==> config.mk <==
export PLATFORM = sky130hd
export DESIGN_NAME = ca_gen_sequencer_flat
export DESIGN_NICKNAME = d
export VERILOG_FILES = /design/src/rtl/ca_gen_sequencer_if.sv /design/src/rtl/ca_gen_sequencer.sv /design/src/flat_wrapper.sv
export SDC_FILE = /design/constraint.sdc
export NUM_CORES = 1
export LEC_CHECK = 0
export CORE_AREA = 2 2 224 226
export CTS_CLUSTER_SIZE = 8
export DETAILED_ROUTE_END_ITERATION = 8
export DIE_AREA = 0 0 226 228
export GPL_ROUTABILITY_DRIVEN = 0
export PLACE_DENSITY = 0.56
export RECOVER_POWER = 100
export SLEW_MARGIN = 20
export SYNTH_ARGS = -nofsm -noshare
export SYNTH_HDL_FRONTEND = slang
export SYNTH_SLANG_ARGS = --single-unit
export TNS_END_PERCENT = 5
==> constraint.sdc <==
create_clock -name clk -period 6.05 [get_ports clk]
set_input_delay 1.815 -clock clk [delete_from_list [all_inputs] [get_ports clk]]
set_output_delay 1.815 -clock clk [all_outputs]
set_load 0.005 [all_outputs]
==> src/rtl/ca_gen_sequencer_if.sv <==
// rtl/ca_gen_sequencer_if.sv - command, engine and row-stream signal bundle for ca_gen_sequencer
interface ca_gen_sequencer_if #(
    parameter int ACTIVE_CELL = 128,
    parameter int GEN_W       = 16
);
    // host command channel
    logic                   cmd_valid;
    logic                   cmd_ready;
    logic [7:0]             cmd_rule;
    logic [ACTIVE_CELL-1:0] cmd_seed;
    logic [GEN_W-1:0]       cmd_gens;
    logic                   abort;

    // CA engine control and result
    logic                   eng_load;
    logic [7:0]             eng_rule;
    logic [ACTIVE_CELL-1:0] eng_seed;
    logic                   eng_step;
    logic                   eng_done;
    logic [ACTIVE_CELL-1:0] eng_state;

    // generation row stream
    logic                   row_valid;
    logic                   row_ready;
    logic [ACTIVE_CELL-1:0] row_data;
    logic [GEN_W-1:0]       row_gen;
    logic                   row_last;

    // status
    logic                   busy;
    logic                   err_timeout;

    // environment side: host, engine and row consumer
    modport master (
        output cmd_valid, cmd_rule, cmd_seed, cmd_gens, abort,
        output eng_done, eng_state,
        output row_ready,
        input  cmd_ready,
        input  eng_load, eng_rule, eng_seed, eng_step,
        input  row_valid, row_data, row_gen, row_last,
        input  busy, err_timeout
    );

    // sequencer side
    modport slave (
        input  cmd_valid, cmd_rule, cmd_seed, cmd_gens, abort,
        input  eng_done, eng_state,
        input  row_ready,
        output cmd_ready,
        output eng_load, eng_rule, eng_seed, eng_step,
        output row_valid, row_data, row_gen, row_last,
        output busy, err_timeout
    );
endinterface

==> src/rtl/ca_gen_sequencer.sv <==
// rtl/ca_gen_sequencer.sv - job sequencer that loads, steps and streams rows of a 1-D CA engine
module ca_gen_sequencer #(
    parameter int ACTIVE_CELL = 128,
    parameter int GEN_W       = 16,
    parameter int TIMEOUT     = 1024
) (
    input  logic              clk,
    input  logic              reset,
    ca_gen_sequencer_if.slave bus
);
    // timer only needs to reach TIMEOUT-1, the last cycle eng_done is still honoured
    localparam int TIMER_W = $clog2(TIMEOUT);
    localparam logic [TIMER_W-1:0] TIMER_LAST = TIMER_W'(TIMEOUT - 1);

    typedef enum logic [2:0] {
        S_IDLE,
        S_LOAD,
        S_EMIT,
        S_STEP,
        S_WAIT
    } state_t;

    state_t                 state;
    logic                   eng_load_q;
    logic                   eng_step_q;
    logic [7:0]             rule_q;
    logic [ACTIVE_CELL-1:0] seed_q;
    logic [GEN_W-1:0]       gens_q;
    logic [GEN_W-1:0]       gen_cnt;
    logic [TIMER_W-1:0]     timer;
    logic                   row_valid_q;
    logic [ACTIVE_CELL-1:0] row_data_q;
    logic [GEN_W-1:0]       row_gen_q;
    logic                   row_last_q;
    logic                   err_q;

    logic                   cmd_ready_w;
    logic                   cmd_accept;
    logic                   row_accept;

    // a pending abort blocks a new job in the same cycle it is requested
    assign cmd_ready_w = (state == S_IDLE) && !bus.abort;
    assign cmd_accept  = bus.cmd_valid && cmd_ready_w;
    assign row_accept  = row_valid_q && bus.row_ready;

    assign bus.cmd_ready   = cmd_ready_w;
    assign bus.busy        = (state != S_IDLE);
    assign bus.eng_load    = eng_load_q;
    assign bus.eng_step    = eng_step_q;
    assign bus.eng_rule    = rule_q;
    assign bus.eng_seed    = seed_q;
    assign bus.row_valid   = row_valid_q;
    assign bus.row_data    = row_data_q;
    assign bus.row_gen     = row_gen_q;
    assign bus.row_last    = row_last_q;
    assign bus.err_timeout = err_q;

    // job FSM: IDLE -> LOAD -> EMIT -> {STEP -> WAIT -> EMIT}* -> IDLE, all outputs registered
    always_ff @(posedge clk) begin
        if (reset) begin
            state       <= S_IDLE;
            eng_load_q  <= 1'b0;
            eng_step_q  <= 1'b0;
            rule_q      <= '0;
            seed_q      <= '0;
            gens_q      <= '0;
            gen_cnt     <= '0;
            timer       <= '0;
            row_valid_q <= 1'b0;
            row_data_q  <= '0;
            row_gen_q   <= '0;
            row_last_q  <= 1'b0;
            err_q       <= 1'b0;
        end else begin
            eng_load_q <= 1'b0;
            eng_step_q <= 1'b0;

            if (bus.abort && (state != S_IDLE)) begin
                // cancel: drop the row without handshake, launch no engine pulse
                state       <= S_IDLE;
                row_valid_q <= 1'b0;
            end else begin
                case (state)
                    S_IDLE: begin
                        if (cmd_accept) begin
                            rule_q     <= bus.cmd_rule;
                            seed_q     <= bus.cmd_seed;
                            gens_q     <= bus.cmd_gens;
                            gen_cnt    <= '0;
                            err_q      <= 1'b0;
                            row_data_q <= bus.cmd_seed;
                            row_gen_q  <= '0;
                            row_last_q <= (bus.cmd_gens == '0);
                            eng_load_q <= 1'b1;
                            state      <= S_LOAD;
                        end
                    end

                    S_LOAD: begin
                        // seed row is already in row_data, offer it next
                        row_valid_q <= 1'b1;
                        state       <= S_EMIT;
                    end

                    S_EMIT: begin
                        if (row_accept) begin
                            row_valid_q <= 1'b0;
                            if (row_last_q) begin
                                state <= S_IDLE;
                            end else begin
                                eng_step_q <= 1'b1;
                                state      <= S_STEP;
                            end
                        end
                    end

                    S_STEP: begin
                        gen_cnt <= gen_cnt + GEN_W'(1);
                        timer   <= '0;
                        state   <= S_WAIT;
                    end

                    S_WAIT: begin
                        // eng_done takes priority over an expiring timer
                        if (bus.eng_done) begin
                            row_data_q  <= bus.eng_state;
                            row_gen_q   <= gen_cnt;
                            row_last_q  <= (gen_cnt == gens_q);
                            row_valid_q <= 1'b1;
                            state       <= S_EMIT;
                        end else if (timer == TIMER_LAST) begin
                            err_q <= 1'b1;
                            state <= S_IDLE;
                        end else begin
                            timer <= timer + TIMER_W'(1);
                        end
                    end

                    default: begin
                        state       <= S_IDLE;
                        row_valid_q <= 1'b0;
                    end
                endcase
            end
        end
    end
endmodule

==> src/flat_wrapper.sv <==
// flat-port wrapper written by rule: the top's interface ports become plain ports
module ca_gen_sequencer_flat 
#(
    parameter int ACTIVE_CELL = 128,
    parameter int GEN_W       = 16,
    parameter int TIMEOUT     = 1024
)
  (clk, reset, bus_cmd_valid, bus_cmd_rule, bus_cmd_seed, bus_cmd_gens, bus_abort, bus_eng_done, bus_eng_state, bus_row_ready, bus_cmd_ready, bus_eng_load, bus_eng_rule, bus_eng_seed, bus_eng_step, bus_row_valid, bus_row_data, bus_row_gen, bus_row_last, bus_busy, bus_err_timeout);
  ca_gen_sequencer_if #(.ACTIVE_CELL(ACTIVE_CELL), .GEN_W(GEN_W)) bus_i ();
  input  logic clk;
  input  logic reset;
  input wire logic [$bits(bus_i.cmd_valid)-1:0] bus_cmd_valid;
  input wire logic [$bits(bus_i.cmd_rule)-1:0] bus_cmd_rule;
  input wire logic [$bits(bus_i.cmd_seed)-1:0] bus_cmd_seed;
  input wire logic [$bits(bus_i.cmd_gens)-1:0] bus_cmd_gens;
  input wire logic [$bits(bus_i.abort)-1:0] bus_abort;
  input wire logic [$bits(bus_i.eng_done)-1:0] bus_eng_done;
  input wire logic [$bits(bus_i.eng_state)-1:0] bus_eng_state;
  input wire logic [$bits(bus_i.row_ready)-1:0] bus_row_ready;
  output wire logic [$bits(bus_i.cmd_ready)-1:0] bus_cmd_ready;
  output wire logic [$bits(bus_i.eng_load)-1:0] bus_eng_load;
  output wire logic [$bits(bus_i.eng_rule)-1:0] bus_eng_rule;
  output wire logic [$bits(bus_i.eng_seed)-1:0] bus_eng_seed;
  output wire logic [$bits(bus_i.eng_step)-1:0] bus_eng_step;
  output wire logic [$bits(bus_i.row_valid)-1:0] bus_row_valid;
  output wire logic [$bits(bus_i.row_data)-1:0] bus_row_data;
  output wire logic [$bits(bus_i.row_gen)-1:0] bus_row_gen;
  output wire logic [$bits(bus_i.row_last)-1:0] bus_row_last;
  output wire logic [$bits(bus_i.busy)-1:0] bus_busy;
  output wire logic [$bits(bus_i.err_timeout)-1:0] bus_err_timeout;
  assign bus_i.cmd_valid = bus_cmd_valid;
  assign bus_i.cmd_rule = bus_cmd_rule;
  assign bus_i.cmd_seed = bus_cmd_seed;
  assign bus_i.cmd_gens = bus_cmd_gens;
  assign bus_i.abort = bus_abort;
  assign bus_i.eng_done = bus_eng_done;
  assign bus_i.eng_state = bus_eng_state;
  assign bus_i.row_ready = bus_row_ready;
  assign bus_cmd_ready = bus_i.cmd_ready;
  assign bus_eng_load = bus_i.eng_load;
  assign bus_eng_rule = bus_i.eng_rule;
  assign bus_eng_seed = bus_i.eng_seed;
  assign bus_eng_step = bus_i.eng_step;
  assign bus_row_valid = bus_i.row_valid;
  assign bus_row_data = bus_i.row_data;
  assign bus_row_gen = bus_i.row_gen;
  assign bus_row_last = bus_i.row_last;
  assign bus_busy = bus_i.busy;
  assign bus_err_timeout = bus_i.err_timeout;
  ca_gen_sequencer #(.ACTIVE_CELL(ACTIVE_CELL), .GEN_W(GEN_W), .TIMEOUT(TIMEOUT)) u_core (.clk(clk), .reset(reset), .bus(bus_i));
endmodule
==> flow_summary.yaml <==
final_layout:
  multi_input_area_um2: 5970
  design_area_um2: 20600
  regArea_um2: 6610
  final_nets: 2467
  fin_util_pct: 41.8
  area_growth_pct: 56.4
  nFillCells: 4995
  drive_above_1_share_pct: 3.57
yosys:
  synth_nets: 1971
  synth-seq-cells: 330
  synth_warnings: 0
  yosys.area.top_type: "dfxtp_1"
  ys_seq_area_share_pct: 50.1
  synth-main-ff-cell: "dfxtp_1"
  synth_commonest_cells: "nand2_1, dfxtp_1, a21oi_1"
  post-synth-top-count-cell: "nand2_1"
  synth_top_area_share_pct: 50.1
  synth_area_um2: 13200
  synth_cell_types: 56
  async_flop_share_pct: 0
  synth.avg_cell_area_um2: 7.83
  synth_edf_count: 0
  syn_inst: 1683
  synthTopCellsByArea: "dfxtp_1, nand2_1, a311oi_1"
route:
  routed-wl-met2_mm: 26.3
  dr.pass1.iters: 7
  top_layer_used: "met5"
  met3_length_mm: 3.91
  vias: 13600
  routedWlPerCell_um: 18.6
  drc: 0
  wl_mm: 53.1
  drt_iter0_drc: 693
  wl_met1_mm: 21.4
  ant_nets: 0
  avgViaCountPerCell: 4.76
worst_hold_path:
  whs_path_depth: 2
  hp-class: "reg2reg"
die:
  io_pins: 573
  die_width_um: 226
  core_um2: 49300
  initial_utilization_pct: 26.7
  rows: 82
  die-area_um2: 51500
  die_h_um: 228
sta:
  setup_violations: 0
  maxSlewViolCount: 228
  hold_viol_final: 0
  worst-slew-pin-transition_ns: 2.85
  fin_crit_ns: 5.17
  rsz0062_at_grt: "false"
  fmax_mhz: 193
  max_slew_margin_pct: -90.1
  fin_setup_tns_ns: 0
  fin_crit_sh_pct: 85.4
  skew_ns: 0.0227
  layout_setup_ws_ns: 0.882
cts:
  numCtsBuffers: 47
  root_buffer: "clkbuf_16"
  path_clk_slew_ns: 0.05
  postCtsHoldBufs: 0
  cts_tree: "done"
  cts_setup_buffers: 0
  clock_latency_ns: 0.57
  htree_levels: 2
  cts-resized-gates: 0
  clk_path_buf_depth: 3
  cts_sinks: 330
setup_path:
  cp.depth: 3
  cp_top_family: "buffers and inverters"
  r2r_cells: 5
  crit_type: "in2out"
  max_stage_delay_ns: 0.83
  cp_data_arrival_time_ns: 3.35
  path_buf_inv: 2
  crit_fanout: 12
  start_kind: "input port"
  end_kind: "output port"
  worst_path_max_delay_cell: "dlygate4sd3_1"
  path_cells: "dlygate4sd3_1 -> nor2_1 -> dlygate4sd3_1"
  cp.required_ns: 4.24
  cpMostUsedCell: "dlygate4sd3_1"
power_and_ir_drop:
  cellPowerDensity_nw_per_um2: 372
  ir_drop_mv: 0.389
  clockPowerShare_pct: 30.9
  p_int_mw: 5.09
  seqPwrFrac_pct: 36.2
  switching_share_pct: 33.6
  switchingPower_mw: 2.58
  power_frac_comb_pct: 32.9
  leakage_nw: 8.07
placed_design:
  dpl_cell_area_um2: 19400
  place_ws_ns: 1.06
  port_buffers: 572
  dpl.hpwl_mm: 36.8
flow_run:
  max_cap_violations: 4
global_routing:
  track_usage_pct: 19.7
  first_global_vias: 13000
  grt_max_degree: 136
  antenna_found_initial: 3
  overflow: 0
  grt_pass1_wl_mm: 79.1
run_status:
  outcome: "finished with violations"
  violations: "max-capacitance violations, max-slew violations"
[stage by stage]
stage               total power, mW  cells  hold WS, ns
finish                         7.67   2858        0.447
global route                   8.13   2857        0.461
CTS                            7.93   2856        0.452
detailed placement             5.52   2802        0.445
global placement               5.49   2802        0.442
floorplan                      4.08   1683        0.424
[final timing paths]
check                           from                      end  slack (ns)
max                        bus_abort            bus_cmd_ready        0.88
min          u_core.bus.eng_seed[28]  u_core.bus.eng_seed[28]        0.45
max reg2reg          u_core.state[1]    u_core.bus.row_gen[3]        0.96
min reg2reg  u_core.bus.eng_seed[28]  u_core.bus.eng_seed[28]        0.45
[tightest hold or removal path, stage by stage (launching register included)]
cell and delay (ns):
dfxtp_1 0.30, nand2_1 0.05, a21oi_1 0.05
[layer usage]
metal / up-vias / global-route usage (%)
li1: 6740 / -
met1: 6335 / 23.4
met2: 438 / 34.3
met3: 82 / 5.19
met4: 4 / 6.54
met5: - / 0
[layout make-up]
class	instances	area share (%)
tap	672	4.08
sequential	330	32.0
timing repair buffer	590	28.7
multi-input combinational	1204	29.0
clock inverter	2	0.121
clock buffer	52	6.00
antenna	2	0.0243
inverter	6	0.109
[power groups by stage]
stage	Clock (mW)	Sequential, mW	Combinational (mW)
after floorplan	0	2.82	1.26
after CTS	2.44	2.79	2.70
after global placement	0	2.81	2.67
after global routing	2.52	2.82	2.78
after detailed placement	0	2.83	2.69
final	2.37	2.78	2.53
[logic make-up (layout without fill, tap and decap cells)]
kind of cell / after synthesis / count (layout) / synth area share [%]
XOR/XNOR: 17 / 17 / 1.13
flip-flops: 330 / 330 / 50.1
AND/OR/NAND/NOR: 810 / 810 / 24.8
buffers and inverters: 149 / 650 / 4.67
multiplexers: 2 / 2 / 0.161
other: 0 / 2 / 0
AO/OA/AOI/OAI: 373 / 373 / 19.0
adder cells (fa/ha/maj): 2 / 2 / 0.190
[sequential cells by signal (all words and copies together) (netlist names)]
signal	cells
u_core.bus.row_gen	16
u_core.bus.eng_rule	8
u_core.state	3
u_core.bus.row_data	128
u_core.gens_q	16
u_core.bus.row_valid	1
u_core.bus.err_timeout	1
u_core.bus.row_last	1
u_core.bus.eng_seed	128
u_core.bus.eng_load	1
u_core.bus.eng_step	1
u_core.gen_cnt	16
u_core.timer	10
[cells in the final DEF, fill, tap and decap left out, types with 2 or more instances in the layout]
master             n
a211oi_1           2
a21oi_1          181
a22oi_1           17
a311oi_1         128
a31o_2             2
a31oi_1            2
and2_1             2
and3_1             3
and4_1             3
buf_12             5
buf_4              6
clkbuf_1           5
clkbuf_16         48
clkbuf_2           4
clkbuf_8           2
clkdlybuf4s50_1  284
dfxtp_1          330
diode_2            2
dlygate4sd3_1    287
ha_1               2
inv_1              6
nand2_1          576
nand2b_1           4
nand3_1            8
nand4_1            8
nand4b_1           2
nor2_1           160
nor3_1             7
nor3b_2            2
nor4_1             5
o2111ai_1          3
o211ai_1           2
o21ai_0           10
o31a_1             2
o31ai_1           14
or3_1              6
or4_1             13
xnor2_1           12
xor2_1             5
(Power assumes the default switching activity.)
